<file path="src/rtl/uart_tx_fifo.sv">
// UART transmit FIFO: queues CPU characters and drains them through simple_uart_send's busy handshake.
// Optional sticky overflow flag enabled by defining UART_TXFIFO_OVF_EN.
module uart_tx_fifo #(
    parameter int DATA_W     = 8,
    parameter int DEPTH_LOG2 = 4,
    parameter int BUSY_WAIT  = 4
) (
    input  logic                  clk_i_w,
    input  logic                  rst_i_w,
    input  logic                  en_i_w,
    input  logic                  wr_i_w,
    input  logic [DATA_W-1:0]     wdat_i_w,
    output logic [1:0]            sta_o_r,
    output logic [DEPTH_LOG2:0]   level_o_r,
    output logic                  send_o_r,
    output logic [DATA_W-1:0]     schar_o_r,
    input  logic                  busy_i_w,
    output logic                  ovf_o_r,
    input  logic                  ovf_clr_i_w
);

    localparam int DEPTH = 1 << DEPTH_LOG2;
    localparam int CNT_W = $clog2(BUSY_WAIT + 1);
    localparam logic [DEPTH_LOG2:0] FULL_LVL = {1'b1, {DEPTH_LOG2{1'b0}}};
    localparam logic [CNT_W-1:0]    CNT_LAST = CNT_W'(BUSY_WAIT - 1);

    typedef enum logic [1:0] {
        IDLE,
        LOAD,
        WAIT_ACK,
        WAIT_DONE
    } state_t;

    state_t                state;
    logic [DATA_W-1:0]     mem [DEPTH];
    logic [DEPTH_LOG2-1:0] rp;
    logic [DEPTH_LOG2-1:0] wp;
    logic [CNT_W-1:0]      cnt;
    logic [DEPTH_LOG2:0]   level_nxt;
    logic                  full;
    logic                  empty;
    logic                  pop;
    logic                  push;

    assign full  = (level_o_r == FULL_LVL);
    assign empty = (level_o_r == '0);
    assign pop   = (state == IDLE) && en_i_w && !empty && !busy_i_w;
    // A full FIFO can still take a push when the same cycle frees a slot.
    assign push  = wr_i_w && (!full || pop);

    // Status is decoded purely from registers, so no input reaches it combinationally.
    assign sta_o_r = {empty && (state == IDLE), full};

    always_comb begin
        level_nxt = level_o_r;
        if (push && !pop) begin
            level_nxt = level_o_r + 1'b1;
        end else if (pop && !push) begin
            level_nxt = level_o_r - 1'b1;
        end
    end

    always_ff @(posedge clk_i_w) begin
        if (push) begin
            mem[wp] <= wdat_i_w;
        end
    end

    always_ff @(posedge clk_i_w) begin
        if (rst_i_w) begin
            state     <= IDLE;
            rp        <= '0;
            wp        <= '0;
            level_o_r <= '0;
            cnt       <= '0;
            send_o_r  <= 1'b0;
            schar_o_r <= '0;
        end else begin
            send_o_r  <= 1'b0;
            level_o_r <= level_nxt;
            if (push) begin
                wp <= wp + 1'b1;
            end
            case (state)
                IDLE: begin
                    if (pop) begin
                        state     <= LOAD;
                        schar_o_r <= mem[rp];
                        rp        <= rp + 1'b1;
                        send_o_r  <= 1'b1;
                    end
                end
                LOAD: begin
                    state <= WAIT_ACK;
                    cnt   <= '0;
                end
                // A receiver that never raises busy is treated as having taken the char.
                WAIT_ACK: begin
                    if (busy_i_w) begin
                        state <= WAIT_DONE;
                    end else if (cnt == CNT_LAST) begin
                        state <= IDLE;
                    end else begin
                        cnt <= cnt + 1'b1;
                    end
                end
                WAIT_DONE: begin
                    if (!busy_i_w) begin
                        state <= IDLE;
                    end
                end
                default: state <= IDLE;
            endcase
        end
    end

`ifdef UART_TXFIFO_OVF_EN
    logic drop;
    assign drop = wr_i_w && !push;

    // A drop in the same cycle as a clear keeps the flag set.
    always_ff @(posedge clk_i_w) begin
        if (rst_i_w) begin
            ovf_o_r <= 1'b0;
        end else if (drop) begin
            ovf_o_r <= 1'b1;
        end else if (ovf_clr_i_w) begin
            ovf_o_r <= 1'b0;
        end
    end
`else
    logic unused_ovf_clr;
    assign unused_ovf_clr = ovf_clr_i_w;
    assign ovf_o_r        = 1'b0;
`endif

endmodule

</file>
<file path="config.mk">
export PLATFORM = sky130hd
export DESIGN_NAME = uart_tx_fifo
export DESIGN_NICKNAME = d
export VERILOG_FILES = /design/src/rtl/uart_tx_fifo.sv
export SDC_FILE = /design/constraint.sdc
export NUM_CORES = 1
export LEC_CHECK = 0
export BUFFER_PORTS_ARGS = -buffer_cell sky130_fd_sc_hd__buf_4
export CELL_PAD_IN_SITES_DETAIL_PLACEMENT = 0
export CELL_PAD_IN_SITES_GLOBAL_PLACEMENT = 1
export CORE_MARGIN = 5
export CORE_UTILIZATION = 55
export DETAILED_ROUTE_END_ITERATION = 12
export PLACE_DENSITY = 0.85
export SKIP_LAST_GASP = 1
export SYNTH_ARGS = -nofsm -noshare
export SYNTH_HDL_FRONTEND = slang
export SYNTH_SLANG_ARGS = --single-unit
</file>
<file path="constraint.sdc">
create_clock -name clk_i_w -period 8.3 [get_ports clk_i_w]
set_input_delay 2.075 -clock clk_i_w [delete_from_list [all_inputs] [get_ports clk_i_w]]
set_output_delay 2.075 -clock clk_i_w [all_outputs]
set_load 0.05 [all_outputs]
</file>
==> out/summary.txt, run 1 <==
Port Buffers - 28
Clock latency on the worst-skew pair - 0.41 ns
# DRC - 0
Register area share after synthesis - 70.4%
Sw Share - 27.7%
TritonRoute pass-1 iters - 5
Total gr overflow - 0
Worst-margin pin slew - 1.18 ns
Tightest Hold Check Type - reg -> reg
Critical path arrival - 5.37 ns
Slew margin rel. - 21.6%
1st-iter DRT viols - 290
Hold slack final - 0.484 ns
Post-cts sizing count - 0
Synth Warn # - 0
Post-synthesis async set-or-reset flop share - 0%
IO Pins - 31
Post-DP HPWL - 7.61 mm
Number of buffers and inverters on the critical path - 3
Static Leak - 2.33 nW
Clk sinks - 155
Clock power frac - 37.4%
Required time worst endpoint - 8.60 ns
TritonCTS buffer count - 17
Setup CP Type - in -> reg
Hold path cells - 2
Die width - 116 um
Max-cap check violation count - 0
Flop pwr share - 43.6%
Min cycle time layout - 5.06 ns
Pwr Density - 297 nW/um^2
Area Growth Syn to Fin - 14.7%
Routed Antenna Nets - 0
CTS H-tree depth - 4
Setup_tns - 0 ns
WP depth - 11
Post-synth top area cell - edfxtp_1
Top post-synthesis cells by area - edfxtp_1, mux2i_1, dfxtp_1
Worst Setup Start Kind - input port
Area of the core - 11000 sq um
Top cell type's share of synthesized area - 61.7%
Via count - 3442
First-pass GRT wire length - 18.1 mm
Psw - 588 uW
Final nets - 474
VDD IR-drop max - 0.000213 V
Routed vias/inst - 5.73
Syn Nets - 448
Layout cells sized above 1 - 14.5%
Cells along the critical path - buf_4 > or4b_4 > a21oi_2 > inv_1 > ha_1 > inv_1 > ha_1 > a21o_1 > a21oi_1 > mux2i_1 > mux2_2
Util after Layout - 65.0%
CTS clk-pin slew, worst paths - 0.06 ns
Gr usage total - 18.6%
Number of global-route vias before repair - 3276
Final worst-path cycle share - 61.0%
Post-Syn Instances - 422
Final Setup Violations - 0
Outcome - completed
Unrepaired setup endpoints after global routing - no
Most used flip-flop cell after synthesis - edfxtp_1
CTS root buf - clkbuf_16
Final Hold Fails - 0
CP max-delay cell - a21oi_2
Worst-case reg-to-reg path depth - 10
Chip Height - 116 um
Critical path peak fanout - 21
Synth cell types - 35
Standard-cell rows - 38
Routed wire length - 11.8 mm
Clock tree buffer depth - 2
Final Wtd Congestion - 0.862
Yosys reg bits - 155
FMAX - 197 MHz
Clock tree from TritonCTS - built
Post-CTS setup buffer count - 0
Number of flops mapped to enable cells by yosys - 128
Largest net degree at the start of global routing - 67
Post-CTS Hold Fix Bufs - 0
Synth Area per Inst - 14.8 sq um
DIE AREA - 13600 sq um
Fill count - 755
Max Slew Vio Count - 0
Mapped Area - 6230 sq um
Clk_skew - 0.0139 ns
Initial Utilization - 56.7%
ANT cells - 0
Logic pwr share - 19.0%
Delay-heaviest family, CP - compound AO/OA/AOI/OAI gates
Int Power - 1.53 mW
Initial antenna violation count - 0
CP Capture Type - flip-flop
Worst path max stage delay - 0.73 ns
Avg WL per Cell - 19.7 um
-- worst register-to-register path, stage by stage (launching register included) --
cell and delay (ns):
dfxtp_1 0.34, or4b_4 0.58, a21oi_2 0.73, inv_1 0.27, ha_1 0.32, inv_1 0.13
ha_1 0.28, a21o_1 0.20, a21oi_1 0.16, mux2i_1 0.24, mux2_2 0.35
-- synthesized netlist by cell type, types with 2 or more instances --
cell type / count
buf_2: 9
xnor2_1: 3
ha_1: 11
a21oi_1: 10
dfxtp_1: 27
a211oi_1: 8
nand3b_1: 4
nor3_1: 4
nand2_1: 11
nand3_1: 3
inv_1: 11
buf_4: 2
nand4_1: 2
edfxtp_1: 128
a21o_1: 2
nor4_1: 10
nand2b_1: 3
mux2i_1: 66
o22ai_1: 32
nor2_1: 45
clkbuf_1: 12
xor2_1: 6
-- per-stage QoR --
step / setup slack, ns / cell area (sq um) / total power [mW] / cells
after global routing: 2.98 / 7140 / 2.21 / 601
after global placement: 2.88 / 6530 / 1.33 / 569
after floorplan: 3.66 / 6230 / 1.23 / 422
after detailed placement: 2.84 / 6530 / 1.34 / 569
after CTS: 3.28 / 7140 / 2.13 / 601
final: 3.24 / 7140 / 2.12 / 601
-- worst paths after layout --
path,startpoint,to,slack (ns)
max,busy_i_w,level_o_r[4],3.24
min,cnt[0],cnt[0],0.48
max reg2reg,state[1],level_o_r[4],4.61
min reg2reg,cnt[0],cnt[0],0.48
-- routing by layer --
layer | GRT usage (%) | vias up | routed length, um
met4 | 6.81 | 0 | 216
met3 | 4.35 | 15 | 760
met2 | 30.8 | 115 | 5900
li1 | - | 1655 | -
met5 | 0 | - | 0
met1 | 24.2 | 1657 | 4960
-- power groups by stage --
| stage | registers [mW] | logic [mW] | clock network [mW] |
|---|---|---|---|
| CTS | 0.927 | 0.404 | 0.802 |
| finish | 0.926 | 0.402 | 0.794 |
| global route | 0.933 | 0.436 | 0.842 |
| detailed placement | 0.943 | 0.401 | 0 |
| global placement | 0.941 | 0.394 | 0 |
| floorplan | 1.01 | 0.224 | 0 |
-- cell type report --
| cell class | count | area [sq um] | share of cell area (%) |
|---|---|---|---|
| inverters | 11 | 41.3 | 0.578 |
| repair buffers | 30 | 225 | 3.15 |
| clock buffers | 20 | 447 | 6.25 |
| clock inverters | 12 | 171 | 2.40 |
| well taps | 140 | 175 | 2.45 |
| multi-input cells | 233 | 1700 | 23.7 |
| flip-flops and latches | 155 | 4390 | 61.4 |
-- sequential cells by signal (all words and copies together), names as in the netlist --
name	cells
cnt	3
level_o_r	5
mem	128
rp	4
schar_o_r	8
send_o_r	1
state	2
wp	4
-- logic make-up after synthesis --
logic type	synth area share, %
multiplexers	10.8
other	0.0602
flip-flops	70.4
XOR/XNOR	1.27
AO/OA/AOI/OAI	5.89
adder cells (fa/ha/maj)	2.53
AND/OR/NAND/NOR	6.71
buffers and inverters	2.35
-- layout by cell type (no fill, tap or decap), types with 11 or more instances in the layout --
cell type | synthesis | routed
edfxtp_1 | 128 | 128
nand2_1 | 11 | 11
ha_1 | 11 | 11
dfxtp_1 | 27 | 26
clkbuf_16 | 0 | 17
buf_4 | 2 | 30
mux2i_1 | 66 | 66
inv_1 | 11 | 11
nor2_1 | 45 | 45
o22ai_1 | 32 | 32
Power figures use the tool's default switching activity.
==> inputs of run 2 (changes only) <==
--- a/config.mk
+++ b/config.mk
@@ -5,13 +5,14 @@
 export SDC_FILE = /design/constraint.sdc
 export NUM_CORES = 1
 export LEC_CHECK = 0
+export ABC_AREA = 1
 export BUFFER_PORTS_ARGS = -buffer_cell sky130_fd_sc_hd__buf_4
 export CELL_PAD_IN_SITES_DETAIL_PLACEMENT = 0
 export CELL_PAD_IN_SITES_GLOBAL_PLACEMENT = 1
 export CORE_MARGIN = 5
-export CORE_UTILIZATION = 55
+export CORE_UTILIZATION = 48
 export DETAILED_ROUTE_END_ITERATION = 12
-export PLACE_DENSITY = 0.85
+export PLACE_DENSITY = 0.8
 export SKIP_LAST_GASP = 1
 export SYNTH_ARGS = -nofsm -noshare
 export SYNTH_HDL_FRONTEND = slang
==> constraint.sdc (replaced) <==
create_clock -name clk_i_w -period 5 [get_ports clk_i_w]
set_input_delay 1.25 -clock clk_i_w [delete_from_list [all_inputs] [get_ports clk_i_w]]
set_output_delay 1.25 -clock clk_i_w [all_outputs]
set_load 0.05 [all_outputs]
==> out/summary.txt, run 2 <==
DIE AREA - 16800 sq um (+24%)
Post-Syn Instances - 705 (+67%)
Reg-to-reg critical path endpoint - schar_o_r[2]
Layout cells sized above 1 - 9.39% (-5.1 points)
Clock latency on the worst-skew pair - 0.42 ns (about the same)
Hold_sp - cnt[0]
Outcome - completed
Final nets - 750 (+58%)
Port Buffers - 28 (unchanged)
Mapped Area - 6850 sq um (+10%)
Post-CTS Hold Fix Bufs - 0 (unchanged)
Chip Height - 129 um (+11%)
Clock tree buffer depth - 2 (unchanged)
FMAX - 343 MHz
Avg WL per Cell - 16.2 um (-18%)
Number of buffers and inverters on the critical path - 5 (+2)
1st-iter DRT viols - 370 (+28%)
Delay-heaviest family, CP - simple AND/OR/NAND/NOR gates
Final Hold Fails - 0 (unchanged)
Area of the core - 13900 sq um (+27%)
Routed wire length - 14.9 mm (+25%)
Slew margin rel. - 22.2% (+0.60 points)
Die width - 129 um (+11%)
Routed Antenna Nets - 0 (unchanged)
Synth cell types - 29 (-17%)
CP Capture Type - flip-flop
Worst path max stage delay - 0.34 ns (-0.39 ns)
IO Pins - 31 (unchanged)
Biggest regs - mem x128, schar_o_r x8, level_o_r x5
Post-synth top area cell - edfxtp_1
TritonCTS buffer count - 17 (unchanged)
Critical path arrival - 3.23 ns (-2.14 ns)
CTS clk-pin slew, worst paths - 0.06 ns (about the same)
Setup CP Type - in -> reg
Largest register FFs - 128 (unchanged)
Reg2reg setup slack - 2.39 ns (-2.22 ns)
Clock tree from TritonCTS - built
Top post-synthesis cells by area - edfxtp_1, nand2_1, dfxtp_1
Total Power - 3.71 mW (+75%)
Post-synthesis async set-or-reset flop share - 0% (unchanged)
Synth Area per Inst - 9.72 sq um (-34%)
Via count - 4652 (+35%)
Max-cap check violation count - 0 (unchanged)
Top reg by flops - mem
Final Setup Violations - 0 (unchanged)
ANT cells - 0 (unchanged)
Fill count - 1200 (+59%)
Top cell type's share of synthesized area - 56.1% (-5.6 points)
Clk_skew - 0.0107 ns (-0.00320 ns)
Syn Nets - 731 (+63%)
Util after Layout - 55.1% (-9.9 points)
Hold path cells - 1 (-1)
Min cycle time layout - 2.92 ns
CTS H-tree depth - 4 (unchanged)
VDD IR-drop max - 0.000318 V (+50%)
Number of global-route vias before repair - 4644 (+42%)
Most used flip-flop cell after synthesis - edfxtp_1
Max Slew Vio Count - 0 (unchanged)
Cells along the critical path - buf_4 > inv_1 > nand2_1 > nor2_2 > nand2_4 > nand2_2 > nand2_2 > inv_4 > ha_1 > inv_1 > ha_1 > a21oi_1 > nand2_1 > xor2_1 > o21ai_0 > inv_1
WHS Endpoint - cnt[0]
Static Leak - 3.27 nW (+41%)
Worst-case reg-to-reg path depth - 6 (-4)
Register area share after synthesis - 64.0% (-6.4 points)
CP max-delay cell - ha_1
CTS root buf - clkbuf_16
Required time worst endpoint - 5.32 ns (-3.28 ns)
TritonRoute pass-1 iters - 5 (unchanged)
Commonest non-fill, non-tap cell in the layout - nand2_1
Standard-cell rows - 43 (+13%)
Top-count cell post-synth - nand2_1
Routed vias/inst - 5.08 (-11%)
Initial antenna violation count - 0 (unchanged)
Setup_tns - 0 ns (unchanged)
Pwr Density - 483 nW/um^2 (+62%)
Gr usage total - 19.0% (+0.35 points)
Tightest Hold Check Type - reg -> reg
Clk sinks - 155 (unchanged)
# DRC - 0 (unchanged)
Commonest cells after routing, fill and taps aside - nand2_1, edfxtp_1, nand3_1
Worst Setup Start Kind - input port
Final Wtd Congestion - 0.790 (-8.3%)
Unrepaired setup endpoints after global routing - no
Synth Warn # - 0 (unchanged)
Post-CTS setup buffer count - 0 (unchanged)
Initial Utilization - 49.2% (-7.5 points)
Yosys reg bits - 155 (unchanged)
Largest net degree at the start of global routing - 67 (unchanged)
Post-cts sizing count - 0 (unchanged)
Worst-margin pin slew - 1.17 ns (-0.00895 ns)
Area Growth Syn to Fin - 12.1%
Post-DP HPWL - 9.31 mm (+22%)
Number of flops mapped to enable cells by yosys - 128 (unchanged)
Most frequent CP cell - inv_1
Reg2reg start - rp[2]
Final worst-path cycle share - 58.4%
Total gr overflow - 0 (unchanged)
Synth cell count leaders - nand2_1, edfxtp_1, nand3_1
Critical path peak fanout - 10 (-52%)
First-pass GRT wire length - 23.5 mm (+30%)
-- run 2: area by class of cell --
cell class                 instances  area, sq um  share of cell area [%]
inverter                          97          367                    4.77
sequential                       155         4390                    57.1
clock inverter                    12          131                    1.71
clock buffer                      18          429                    5.58
timing repair buffer              30          225                    2.93
multi-input combinational        423         1920                    25.0
tap                              180          225                    2.93
-- run 2: worst max-delay path by stage --
| stage | from | to | slack, ns | cells past startpoint |
|---|---|---|---|---|
| 2_1_floorplan | busy_i_w | level_o_r[3] | 1.96 | 15 |
| 3_3_place_gp | busy_i_w | level_o_r[3] | 1.66 | 16 |
| 3_5_place_dp | busy_i_w | level_o_r[3] | 1.65 | 16 |
| 4_1_cts | busy_i_w | level_o_r[3] | 2.09 | 16 |
| 5_1_grt | busy_i_w | level_o_r[4] | 1.88 | 17 |
| 6_report | busy_i_w | level_o_r[3] | 2.08 | 16 |
-- run 2: logic make-up after synthesis --
kind of cell,Yosys count,share of synthesized area (%)
DFF,155,64.0
xor gates and xnor gates,5,0.639
AOI/OAI and AO/OA,27,2.04
buffers and inverters,127,7.98
adders and majority gates,12,2.30
other,1,0.0547
and+or+nand+nor,378,23.0
-- run 2: power by group --
part           switching [mW]  leakage [nW]  internal (mW)  total, mW
combinational           0.668          1.62          0.274      0.942
sequential             0.0447          1.38           1.48       1.52
clock                   0.478         0.273          0.766       1.24
-- run 2: stage by stage --
stage / cells / area (sq um) / hold WS [ns] / worst slack [ns]
final: 915 / 7680 / 0.464 / 2.08
after floorplan: 705 / 6850 / 0.433 / 1.96
after global routing: 915 / 7680 / 0.496 / 1.88
after detailed placement: 885 / 7120 / 0.457 / 1.65
after global placement: 885 / 7120 / 0.448 / 1.66
after CTS: 915 / 7680 / 0.468 / 2.09
-- run 2: metal layers --
layer	routed length, um	global-route usage, %	vias to the layer above	share of wire [%]
met2	7230	31.2	123	49
li1	-	-	2311	-
met3	710	4.37	36	4.8
met4	415	8.74	0	2.8
met5	0	0	-	0
met1	6490	24.0	2182	44
